`src/rtl/uart_rx.sv`:
```
// uart_rx: 8N1 serial receiver with a 2-flop input synchronizer and a one-entry
// valid/ready holding register. Line errors are single-cycle pulses and never stall reception.
module uart_rx #(
    parameter int unsigned CLK_PER_BIT = 868,
    parameter int unsigned HALF_BIT    = CLK_PER_BIT / 2
) (
    input  logic       clk,
    input  logic       reset,
    input  logic       rx,
    output logic [7:0] data,
    output logic       valid,
    input  logic       ready,
    output logic       framing_error,
    output logic       overrun
);
    localparam int unsigned   CW        = $clog2(CLK_PER_BIT);
    localparam logic [CW-1:0] FULL_LOAD = CW'(CLK_PER_BIT - 1);
    localparam logic [CW-1:0] HALF_LOAD = CW'(HALF_BIT - 1);

    typedef enum logic [1:0] {IDLE, START, DATA, STOP} state_t;

    logic          r_sync1;
    logic          r_rx_s;
    state_t        r_state;
    logic [CW-1:0] r_cnt;
    logic [2:0]    r_bit_idx;
    logic [7:0]    r_shift;
    logic [7:0]    r_data;
    logic          r_valid;
    logic          r_ferr;
    logic          r_ovr;
    logic          w_tick;

    assign w_tick        = (r_cnt == '0);
    assign data          = r_data;
    assign valid         = r_valid;
    assign framing_error = r_ferr;
    assign overrun       = r_ovr;

    always_ff @(posedge clk or posedge reset) begin
        if (reset) begin
            r_sync1 <= 1'b1;
            r_rx_s  <= 1'b1;
        end else begin
            r_sync1 <= rx;
            r_rx_s  <= r_sync1;
        end
    end

    always_ff @(posedge clk or posedge reset) begin
        if (reset) begin
            r_state   <= IDLE;
            r_cnt     <= '0;
            r_bit_idx <= '0;
            r_shift   <= '0;
            r_data    <= '0;
            r_valid   <= 1'b0;
            r_ferr    <= 1'b0;
            r_ovr     <= 1'b0;
        end else begin
            r_ferr <= 1'b0;
            r_ovr  <= 1'b0;
            if (r_valid && ready)
                r_valid <= 1'b0;
            if (r_state != IDLE)
                r_cnt <= w_tick ? FULL_LOAD : r_cnt - CW'(1);

            unique case (r_state)
                IDLE: begin
                    if (!r_rx_s) begin
                        r_cnt   <= HALF_LOAD;
                        r_state <= START;
                    end
                end
                START: begin
                    if (w_tick) begin
                        if (r_rx_s) begin
                            r_state <= IDLE;
                        end else begin
                            r_bit_idx <= '0;
                            r_state   <= DATA;
                        end
                    end
                end
                DATA: begin
                    if (w_tick) begin
                        r_shift[r_bit_idx] <= r_rx_s;
                        if (r_bit_idx == 3'd7)
                            r_state <= STOP;
                        else
                            r_bit_idx <= r_bit_idx + 3'd1;
                    end
                end
                STOP: begin
                    if (w_tick) begin
                        r_state <= IDLE;
                        // A load overrides the consume-clear above, so a same-edge drain keeps valid high.
                        if (!r_rx_s) begin
                            r_ferr <= 1'b1;
                        end else if (!r_valid || ready) begin
                            r_data  <= r_shift;
                            r_valid <= 1'b1;
                        end else begin
                            r_ovr <= 1'b1;
                        end
                    end
                end
                default: r_state <= IDLE;
            endcase
        end
    end
endmodule

```
`config.mk`:
```
export PLATFORM = sky130hd
export DESIGN_NAME = uart_rx
export DESIGN_NICKNAME = d
export VERILOG_FILES = /design/src/rtl/uart_rx.sv
export SDC_FILE = /design/constraint.sdc
export NUM_CORES = 1
export LEC_CHECK = 0
export CORE_MARGIN = 2
export CORE_UTILIZATION = 50
export CTS_BUF_LIST = sky130_fd_sc_hd__clkbuf_8
export DETAILED_ROUTE_END_ITERATION = 8
export PLACE_DENSITY = 0.7
export SYNTH_ARGS = -nofsm -noshare
export SYNTH_HDL_FRONTEND = slang
export SYNTH_SLANG_ARGS = --single-unit
```
`constraint.sdc`:
```
create_clock -name clk -period 2.38 [get_ports clk]
set_clock_uncertainty 0.05 [all_clocks]
set_input_delay 0.476 -clock clk [delete_from_list [all_inputs] [get_ports clk]]
set_output_delay 0.476 -clock clk [all_outputs]
set_load 0.03 [all_outputs]
```
After elaboration in Yosys (flattened, before gate mapping)
Index checks and enable logic that the tools add are counted.
{"block": "totals", "in_bits": 4, "register_bits": 36, "output_inout_bits": 11}
{"block": "op_classes", "n_reduce_logical": 12, "n_mux": 31, "n_lt_le_gt_ge": 2, "eq_ne": 11, "add_sub_neg": 2}
{"operator": "$mux W10", "count": 4}
{"operator": "$ne A2 B2 Y1 const B", "count": 7}
{"operator": "$mux W1", "count": 13}
{"operator": "$mux W2", "count": 6}
{"operator": "$mux W3", "count": 4}
{"operator": "$logic_not A10 Y1", "count": 1}
{"operator": "$reduce_and A5 Y1", "count": 2}
{"operator": "$sub A10 B1 Y10 const B", "count": 1}
{"operator": "$bwmux W8", "count": 1}
{"operator": "$pmux W2 S4", "count": 1}
{"operator": "$pmux W3 S2", "count": 1}
{"operator": "$eq A2 B2 Y1 const B", "count": 2}
{"operator": "$lt A3 B4 Y1 const B", "count": 1}
{"operator": "$reduce_and A4 Y1", "count": 1}
{"operator": "$reduce_bool A2 Y1", "count": 2}
{"operator": "$add A3 B1 Y3 const B", "count": 1}
{"operator": "$demux W1 S3", "count": 1}
{"operator": "$eq A3 B3 Y1 const B", "count": 1}
{"operator": "$ge A3 B1 Y1 const B", "count": 1}
{"operator": "$eq A2 B1 Y1 const B", "count": 1}
{"operator": "$logic_and A1 B1 Y1", "count": 2}
{"operator": "$logic_not A2 Y1", "count": 1}
{"operator": "$reduce_and A2 Y1", "count": 1}
{"operator": "$logic_not A1 Y1", "count": 1}
{"operator": "$logic_or A1 B1 Y1", "count": 1}

Depth between registers and ports, before layout
Gate-level depths: netlist of the first run.
{"block": "logic_depth", "word_depth": 6, "mapped_depth": 7}

Least setup slack after synthesis of the first run
OpenSTA, ideal clock, no wires.
{"block": "synth_path", "path_type": "reg2reg", "start": "register r_cnt[0]", "end": "register r_data[0] (netlist: data[0])", "period_less_slack_ps": 2092, "required_ps": 2205, "stages_incl_launch_ff": 8, "t_arrival_ps": 1917, "setup_slack_ps": 288, "cell_sequence": "dfrtp_1 -> inv_1 -> ha_1 -> nor4b_4 -> nand3_4 -> or3b_1 -> buf_6 -> mux2_4"}
{"block": "synth_between", "elab_chain_cells": 2}
{"element": "start, declared", "line": "25", "text": "logic [CW-1:0] r_cnt;"}
{"element": "start signal, assigned", "line": "66", "text": "r_cnt <= w_tick ? FULL_LOAD : r_cnt - CW'(1);"}
{"element": "$logic_not A10 Y1", "line": "34", "text": "assign w_tick = (r_cnt == '0);"}
{"element": "$reduce_and A4 Y1 (no line)"}
{"element": "end signal, assigned", "line": "101", "text": "r_data <= r_shift;"}
{"element": "end, declared", "line": "28", "text": "logic [7:0] r_data;"}
No other way between the ends.
A chain may end at the register's enable or synchronous reset.

Worst setup path in the final report of the first run
{"block": "layout_path", "start": "register r_cnt[0]", "end": "register r_shift[4]"}
{"block": "layout_between", "elab_chain_cells": 2}
{"element": "$logic_not A10 Y1", "line": "34"}
{"element": "$reduce_and A2 Y1 (no line)"}
{"element": "end signal, assigned by index", "line": "87", "text": "r_shift[r_bit_idx] <= r_rx_s;"}
{"element": "end, declared", "line": "27", "text": "logic [7:0] r_shift;"}
No other way between the ends.

==> impl_metrics.py, run 1 <==
metrics = {
    "global_route": {
        "antenna_found_initial": 0,
        "grt_pass1_vias": 1267,
        "grt_max_degree": 24,
        "grt.overflow.total": 0,
        "grt_usage_pct": 18.8,
        "grt_pass1_wl_um": 5830,
    },
    "die": {
        "rows": 21,
        "core_area_um2": 3360,
        "die_y_um": 63.2,
        "io_pins": 15,
        "die_w_um": 63.2,
        "dieArea_um2": 3990,
        "start_util_pct": 52.1,
    },
    "layout": {
        "drive_gt1_share_pct": 22.6,
        "n_antenna_cell": 0,
        "final_cell_mix": "dfrtp_1 (34), clkdlybuf4s50_1 (14), nor3_1 (11)",
        "fin_area_um2": 2150,
        "nets": 170,
        "final_common_cell": "dfrtp_1",
        "synthToLayoutAreaGrowth_pct": 22.6,
    },
    "timing": {
        "fmax_mhz": 444,
        "maxSlewHeadroom_pct": 62.0,
        "fin_crit_ns": 2.25,
        "finalSetupTns_ns": 0,
        "worst_pin_slew_ns": 0.570,
        "finalHoldViolations": 0,
        "finalMaxSlewViolations": 0,
        "finalSetupViolCount": 0,
        "rsz0062_at_grt": "false",
        "finalCritPeriodShare_pct": 94.7,
    },
    "logic_synthesis": {
        "syn_inst": 143,
        "syn_area_per_cell_um2": 12.2,
        "seq_area_frac_synth_pct": 51.6,
        "synth_area_leaders": "dfrtp_1 (49%), mux2_4 (6.9%), mux2_1 (3.2%)",
        "synth_edf_count": 0,
        "yosysUniqueCellTypes": 42,
        "synth_top_area_cell": "dfrtp_1",
        "ys_ff_latch": 36,
        "yosys_warnings": 0,
        "netlist.area_leader.share_pct": 48.6,
        "synth_nets": 150,
        "synthesis.area_um2": 1750,
        "synth_top_flop_cell": "dfrtp_1",
        "async_reset_ff_share_pct": 100,
    },
    "clock_network": {
        "cts_buffer_depth": 2,
        "cts_hold_buf": 0,
        "numCtsBuffers": 5,
        "cts_root_buffer": "clkbuf_8",
        "path_clk_slew_ns": 0.08,
        "cts.sinks": 36,
        "insertion_delay_ns": 0.28,
        "htree_levels": 2,
        "cts_tree": "yes",
    },
    "power_and_ir_drop": {
        "power_density_nw_per_um2": 642,
        "leakage_nw": 0.942,
        "irDropWorstVdd_mv": 0.486,
    },
    "status": {
        "status": "finished, final reports clean",
    },
    "detailed_routing": {
        "highest_layer": "met4",
        "drc": 0,
        "antenna_left": 0,
        "via_per_inst": 5.74,
        "wl_met2_um": 1790,
        "wl_met3_um": 117,
        "wl_um": 3330,
        "firstDrtPassIters": 4,
        "wl_per_cell_um": 15.8,
        "drt_iter0_drc": 58,
        "vias": 1205,
        "drt-met1-wl_um": 1390,
    },
    "placement": {
        "gp_routability_congestion": 0.803,
        "post_dp_cell_area_um2": 1960,
        "dp_hpwl_um": 2400,
        "portBuffers": 14,
    },
    "setup_path": {
        "start_kind": "flop",
        "end_kind": "flop",
        "critical_path.max_fanout": 9,
        "crit_arrival_ns": 2.38,
        "critPathKind": "reg2reg",
        "reg2reg_slack_ns": 0.13,
        "crit_required_ns": 2.50,
    },
    "run": {
        "maxCapViolCount": 0,
    },
    "hold_path": {
        "min_path_type": "reg2reg",
    },
}
per-layer routing:
layer / vias up / GRT usage, %
li1: 565 / -
met4: 0 / 6.52
met1: 611 / 21.6
met2: 25 / 33.8
met3: 4 / 4.82
met5: - / 0
critical path, stage by stage, from the launching register on:
cell	delay, ns
dfrtp_1	0.43
inv_1	0.09
ha_1	0.22
or4b_4	0.53
nor3_4	0.22
buf_12	0.15
nand4_1	0.11
mux2_1	0.34
sequential cells by signal, summed over array words and instances, names as in the netlist, named ones only:
register       count
overrun            1
r_shift            8
r_rx_s             1
valid              1
r_cnt             10
r_bit_idx          3
framing_error      1
data               8
r_sync1            1
r_state            1
timing repair:
action	in CTS	in global routing
setup endpoints to repair	0	12
gates resized for setup	0	1
setup buffers	0	2
final cells by class:
type	instances	area, um^2
Timing Repair Buffer	20	210
Clock buffer	5	68.8
Multi-Input combinational cell	95	798
Inverter	5	18.8
Sequential cell	36	903
Tap cell	46	57.6
Fill cell	295	1220
Clock inverter	3	90.1
cells by family after synthesis:
| logic type | Yosys count | synth area share (%) |
|---|---|---|
| xor+xnor | 4 | 2.00 |
| buf+inv | 12 | 3.00 |
| simple gates | 53 | 21.6 |
| fa+ha+maj | 3 | 2.14 |
| flops | 36 | 51.6 |
| compound gates | 18 | 7.07 |
| mux | 17 | 12.6 |
Yosys cell counts, types with 3 or more instances:
library cell,instances
nand2_1,5
mux2_4,8
clkbuf_1,6
a21oi_1,6
xnor2_1,3
mux2_1,5
nand4_1,3
inv_1,5
nand3_1,4
mux2_2,4
nor2_1,7
ha_1,3
dfrtp_1,34
nor3_1,11
report_power, final:
part	leakage (nW)	total, mW	internal (mW)	switching, mW
Clock	0.0784	0.738	0.524	0.214
Sequential	0.476	0.618	0.615	0.00382
Combinational	0.388	0.0218	0.00859	0.0132
Total	0.942	1.38	1.15	0.231
through the flow:
stage | hold slack, ns | instances | total power [mW] | worst slack, ns | util [%]
2_1_floorplan | 0.295 | 143 | 0.639 | 0.288 | -
3_3_place_gp | 0.296 | 200 | 0.652 | 0.164 | 58.2
3_5_place_dp | 0.303 | 200 | 0.653 | 0.0498 | 58.2
4_1_cts | 0.313 | 208 | 1.39 | 0.0250 | 62.9
5_1_grt | 0.318 | 210 | 1.43 | 0.0270 | 63.8
6_report | 0.311 | 210 | 1.38 | 0.126 | 63.8
final timing paths:
path                                from            to  cells after the start
worst max-delay path            r_cnt[0]    r_shift[4]                      7
worst min-delay path             r_sync1        r_rx_s                      0
worst max register to register  r_cnt[0]    r_shift[4]                      7
worst min register to register   r_sync1        r_rx_s                      0
max in group asynchronous          reset  r_bit_idx[2]                      3
min in group asynchronous          reset      r_cnt[0]                      2
Power figures use the tool's default switching activity.
==> run 2: changes to the inputs <==
- ABC_AREA: unset -> 1
- PLACE_DENSITY: 0.7 -> 0.67
==> impl_metrics.py, run 2 <==
metrics = {
    "timing": {
        "fmax_mhz": 545,
        "finalWorstSetupSlack_ns": 0.545,
        "finalMaxSlewViolations": 0,
        "finalCritPeriodShare_pct": 77.1,
        "maxSlewHeadroom_pct": 66.0,
        "finalHoldViolations": 0,
        "worst_pin_slew_ns": 0.508,
        "fin_crit_ns": 1.84,
        "finalSetupViolCount": 0,
        "rsz0062_at_grt": "false",
        "finalSetupTns_ns": 0,
    },
    "setup_path": {
        "cp_num_buf_inv": 1,
        "r2r-start": "r_cnt[0]",
        "critical_path.max_fanout": 2,
        "ff2ff_path_depth": 8,
        "critPathKind": "reg2out",
        "rr_endpoint": "data[2]",
        "end_kind": "output port",
        "reg2reg_slack_ns": 0.61,
        "start_kind": "flop",
        "crit_path_top_delay_cell": "clkdlybuf4s50_1",
        "slowest_delay_ns": 0.67,
        "crit_family": "buffers and inverters",
        "crit_arrival_ns": 1.31,
        "crit_chain": "clkdlybuf4s50_1",
        "crit_required_ns": 1.85,
    },
    "die": {
        "die_w_um": 64.8,
        "dieArea_um2": 4200,
        "die_y_um": 64.8,
        "io_pins": 15,
        "start_util_pct": 51.3,
        "core_area_um2": 3610,
        "rows": 22,
    },
    "detailed_routing": {
        "wl_um": 3310,
        "firstDrtPassIters": 4,
        "drc": 0,
        "drt_iter0_drc": 106,
        "via_per_inst": 4.90,
        "wl_per_cell_um": 11.3,
        "vias": 1440,
        "antenna_left": 0,
    },
    "logic_synthesis": {
        "synth_edf_count": 0,
        "syn_inst": 226,
        "seq_area_frac_synth_pct": 48.8,
        "synth_top_flop_cell": "dfrtp_1",
        "synth_most_common_cell": "nand2_1",
        "synth_nets": 233,
        "yosysUniqueCellTypes": 29,
        "synth_common_cells": "nand2_1 (72), dfrtp_1 (34), nor2_1 (24)",
        "synthesis.area_um2": 1850,
        "netlist.area_leader.share_pct": 46.0,
        "syn_area_per_cell_um2": 8.18,
        "async_reset_ff_share_pct": 100,
        "ys_ff_latch": 36,
        "yosys_warnings": 0,
        "synth_area_leaders": "dfrtp_1 (46%), nand2_1 (15%), nand3_1 (6.2%)",
        "synth_top_area_cell": "dfrtp_1",
    },
    "clock_network": {
        "path_clk_slew_ns": 0.08,
        "numCtsBuffers": 5,
        "cts_tree": "yes",
        "insertion_delay_ns": 0.29,
        "cts_hold_buf": 0,
        "cts_resized": 0,
        "cts.sinks": 36,
        "cts_root_buffer": "clkbuf_8",
        "cts_setup_buffers": 0,
        "htree_levels": 2,
        "cts_buffer_depth": 2,
    },
    "hold_path": {
        "min_path_type": "reg2reg",
        "min_to": "r_rx_s",
        "holdPathStages": 0,
        "min_from": "r_sync1",
    },
    "global_route": {
        "grt_pass1_wl_um": 6090,
        "antenna_found_initial": 0,
        "grt_usage_pct": 18.8,
        "grt_pass1_vias": 1325,
        "grt_max_degree": 37,
        "grt.overflow.total": 0,
    },
    "placement": {
        "portBuffers": 14,
        "post_dp_cell_area_um2": 2040,
        "gp_routability_congestion": 0.864,
        "pre_cts_ws_ns": 0.625,
        "dp_hpwl_um": 2410,
    },
    "layout": {
        "largest_register_ffs": 10,
        "synthToLayoutAreaGrowth_pct": 15.2,
        "nets": 252,
        "final_common_cell": "nand2_1",
        "fin_area_um2": 2130,
        "n_antenna_cell": 0,
        "drive_gt1_share_pct": 15.0,
        "final_cell_mix": "nand2_1 (72), dfrtp_1 (34), nor2_1 (24)",
        "max_flop_register": "r_cnt",
    },
    "power_and_ir_drop": {
        "irDropWorstVdd_mv": 0.309,
        "leakage_nw": 1.04,
        "power_density_nw_per_um2": 510,
    },
    "run": {
        "maxCapViolCount": 0,
    },
    "status": {
        "status": "finished, final reports clean",
    },
}
[run 2: cell types whose count changed after synthesis, moves of 4 or more]
cell,delta
a21oi_1,-5
clkbuf_1,-5
inv_1,+9
inv_2,+8
mux2_1,-5
mux2_2,-4
mux2_4,-8
nand2_1,+67
nand3_1,+19
nor2_1,+17
nor2_4,+6
nor3_1,-9
o21ai_1,+5
[run 2: metrics by stage]
step	util [%]	std cells	power, mW	hold slack, ns
floorplan	-	226	0.641	0.295
finish	59.1	294	1.09	0.309
global placement	56.5	286	0.653	0.296
CTS	59.1	294	1.09	0.308
global route	59.1	294	1.14	0.314
detailed placement	56.5	286	0.652	0.298
[run 2: per-layer routing]
metal	vias up	track usage (%)	wire length (um)
met1	646	27.1	1770
met5	-	0	0
met2	25	26.9	1400
met4	0	5.59	10
met3	2	6.25	125
li1	767	-	-
[run 2: logic make-up (layout without fill, tap and decap cells)]
kind of cell	after synthesis	count (layout)	share of synthesized area, %
buffers and inverters	25	45	5.55
AND/OR/NAND/NOR	140	140	35.8
AO/OA/AOI/OAI	18	18	5.89
flip-flops	36	36	48.8
XOR/XNOR	4	4	1.89
adder cells (fa/ha/maj)	3	3	2.03
[run 2: layout make-up]
cell class / count / area (um^2)
Timing Repair Buffer: 15 / 148
Clock inverter: 2 / 10.0
Multi-Input combinational cell: 165 / 843
Sequential cell: 36 / 903
Tap cell: 48 / 60.1
Fill cell: 338 / 1480
Inverter: 22 / 82.6
Clock buffer: 6 / 82.6
[run 2: how the worst max path moves through the flow]
stage / start / to / slack, ns / cells after the start
floorplan: r_cnt[0] / r_shift[2] / 0.89 / 8
global placement: ready / data[5] / 0.66 / 5
detailed placement: r_cnt[0] / data[2] / 0.62 / 8
CTS: data[3] / data[3] / 0.54 / 1
global route: r_cnt[0] / data[4] / 0.36 / 8
finish: data[3] / data[3] / 0.54 / 1
[run 2: report_power, final]
group / leakage (nW) / switching (mW) / total (mW) / internal (mW)
Combinational: 0.514 / 0.0158 / 0.0221 / 0.00633
Clock: 0.0510 / 0.215 / 0.446 / 0.231
Sequential: 0.476 / 0.00287 / 0.618 / 0.615
==> run 3: changes to the inputs <==
- PLACE_DENSITY: 0.67 -> 0.7
- clock period: 2.38 -> 1.6 ns (I/O delays scaled with it)
==> impl_metrics.py, run 3 (synthesis gave the netlist of run 2 again) <==
metrics = {
    "status": {
        "status": "finished, final reports clean",
    },
    "die": {
        "core_area_um2": 3610,
        "start_util_pct": 51.3,
        "die_y_um": 64.8,
        "io_pins": 15,
        "rows": 22,
        "die_w_um": 64.8,
        "dieArea_um2": 4200,
    },
    "power_and_ir_drop": {
        "leakage_nw": 1.17,
        "total_power_mw": 1.74,
        "irDropWorstVdd_mv": 0.439,
        "power_density_nw_per_um2": 755,
    },
    "timing": {
        "fin_crit_ns": 1.50,
        "finalSetupTns_ns": 0,
        "maxSlewHeadroom_pct": 68.0,
        "worst_pin_slew_ns": 0.478,
        "finalSetupViolCount": 0,
        "finalHoldViolations": 0,
        "finalCritPeriodShare_pct": 93.7,
        "finalMaxSlewViolations": 0,
        "holdWs_ns": 0.309,
        "fmax_mhz": 667,
    },
    "clock_network": {
        "cts_buffer_depth": 2,
        "insertion_delay_ns": 0.29,
        "htree_levels": 2,
        "cts.sinks": 36,
        "cts_root_buffer": "clkbuf_8",
        "path_clk_slew_ns": 0.07,
        "cts_tree": "yes",
        "numCtsBuffers": 5,
    },
    "detailed_routing": {
        "antenna_left": 0,
        "via_per_inst": 4.82,
        "vias": 1490,
        "wl_um": 3620,
        "drt_iter0_drc": 54,
        "firstDrtPassIters": 4,
        "wl_per_cell_um": 11.7,
        "drc": 0,
    },
    "layout": {
        "n_antenna_cell": 0,
        "synthToLayoutAreaGrowth_pct": 24.7,
        "stdcell_count": 309,
        "largest_register_ffs": 10,
        "final_common_cell": "nand2_1",
        "max_flop_register": "r_cnt",
        "final_util_pct": 63.9,
        "final_cell_mix": "nand2_1 (69), dfrtp_1 (33), nor2_1 (24)",
        "drive_gt1_share_pct": 22.6,
        "nets": 267,
    },
    "placement": {
        "dpl.cell_count": 297,
        "dp_hpwl_um": 2610,
        "portBuffers": 14,
        "gp_routability_congestion": 0.804,
    },
    "global_route": {
        "grt_usage_pct": 19.9,
        "grt_max_degree": 37,
        "grt.overflow.total": 0,
        "antenna_found_initial": 0,
        "grt_pass1_wl_um": 6400,
        "grt_pass1_vias": 1433,
    },
    "setup_path": {
        "end_kind": "flop",
        "crit_required_ns": 1.73,
        "crit_arrival_ns": 1.63,
        "start_kind": "flop",
        "critical_path.max_fanout": 8,
        "critPathKind": "reg2reg",
    },
    "hold_path": {
        "min_path_type": "reg2reg",
    },
    "run": {
        "maxCapViolCount": 0,
    },
}
[run 3: final timing paths]
path	from	endpoint	slack, ns	depth (start not counted)
max	r_cnt[1]	r_shift[5]	0.10	9
min	r_sync1	r_rx_s	0.31	0
max reg2reg	r_cnt[1]	r_shift[5]	0.10	9
min reg2reg	r_sync1	r_rx_s	0.31	0
max in group asynchronous	reset	r_rx_s	0.91	3
min in group asynchronous	reset	data[0]	0.34	3
[run 3: power breakdown]
group / switching, mW / internal, mW / total [mW]
combinational: 0.0278 / 0.0145 / 0.0423
clock: 0.323 / 0.461 / 0.784
sequential: 0.00116 / 0.914 / 0.915
total: 0.352 / 1.39 / 1.74
[run 3: final cells by class]
cell class / count / area (um^2)
Fill cell: 335 / 1300
Clock buffer: 5 / 68.8
Tap cell: 48 / 60.1
Clock inverter: 3 / 42.5
Inverter: 22 / 82.6
Multi-Input combinational cell: 165 / 888
Timing Repair Buffer: 30 / 259
Sequential cell: 36 / 905
[run 3: repair_timing]
item / in CTS / in global routing
cloned: 0 / 0
resized for setup: 12 / 11
pin swaps: 0 / 9
endpoints found under the hold margin: 0 / 0
setup buffers: 0 / 4
endpoints found under the setup margin: 13 / 21
hold buffers: 0 / 0
[run 3: layer usage]
| metal | part of all wire (%) | vias to the layer above | track usage (%) |
|---|---|---|---|
| met4 | 1.5 | 0 | 6.65 |
| met2 | 47 | 22 | 32.6 |
| met1 | 48 | 669 | 25.5 |
| met3 | 3.5 | 6 | 5.56 |
| li1 | - | 793 | - |
| met5 | 0 | - | 0 |
[run 3: worst max-delay path, stage by stage, from the launching register on]
cell and delay (ns):
dfrtp_1 0.39, inv_2 0.08, ha_4 0.15, nand2_4 0.05, nor2_4 0.12, nand3_4 0.13
nor2_4 0.22, nand2_1 0.08, nand2_1 0.06, nand2_1 0.05
[run 3: metrics by stage]
step / setup WS (ns) / cell area [um^2]
after floorplan: 0.108 / 1850
after CTS: 0.0403 / 2230
after global routing: -0.0111 / 2310
after detailed placement: 0.0145 / 2130
final: 0.101 / 2310
after global placement: 0.0698 / 2130
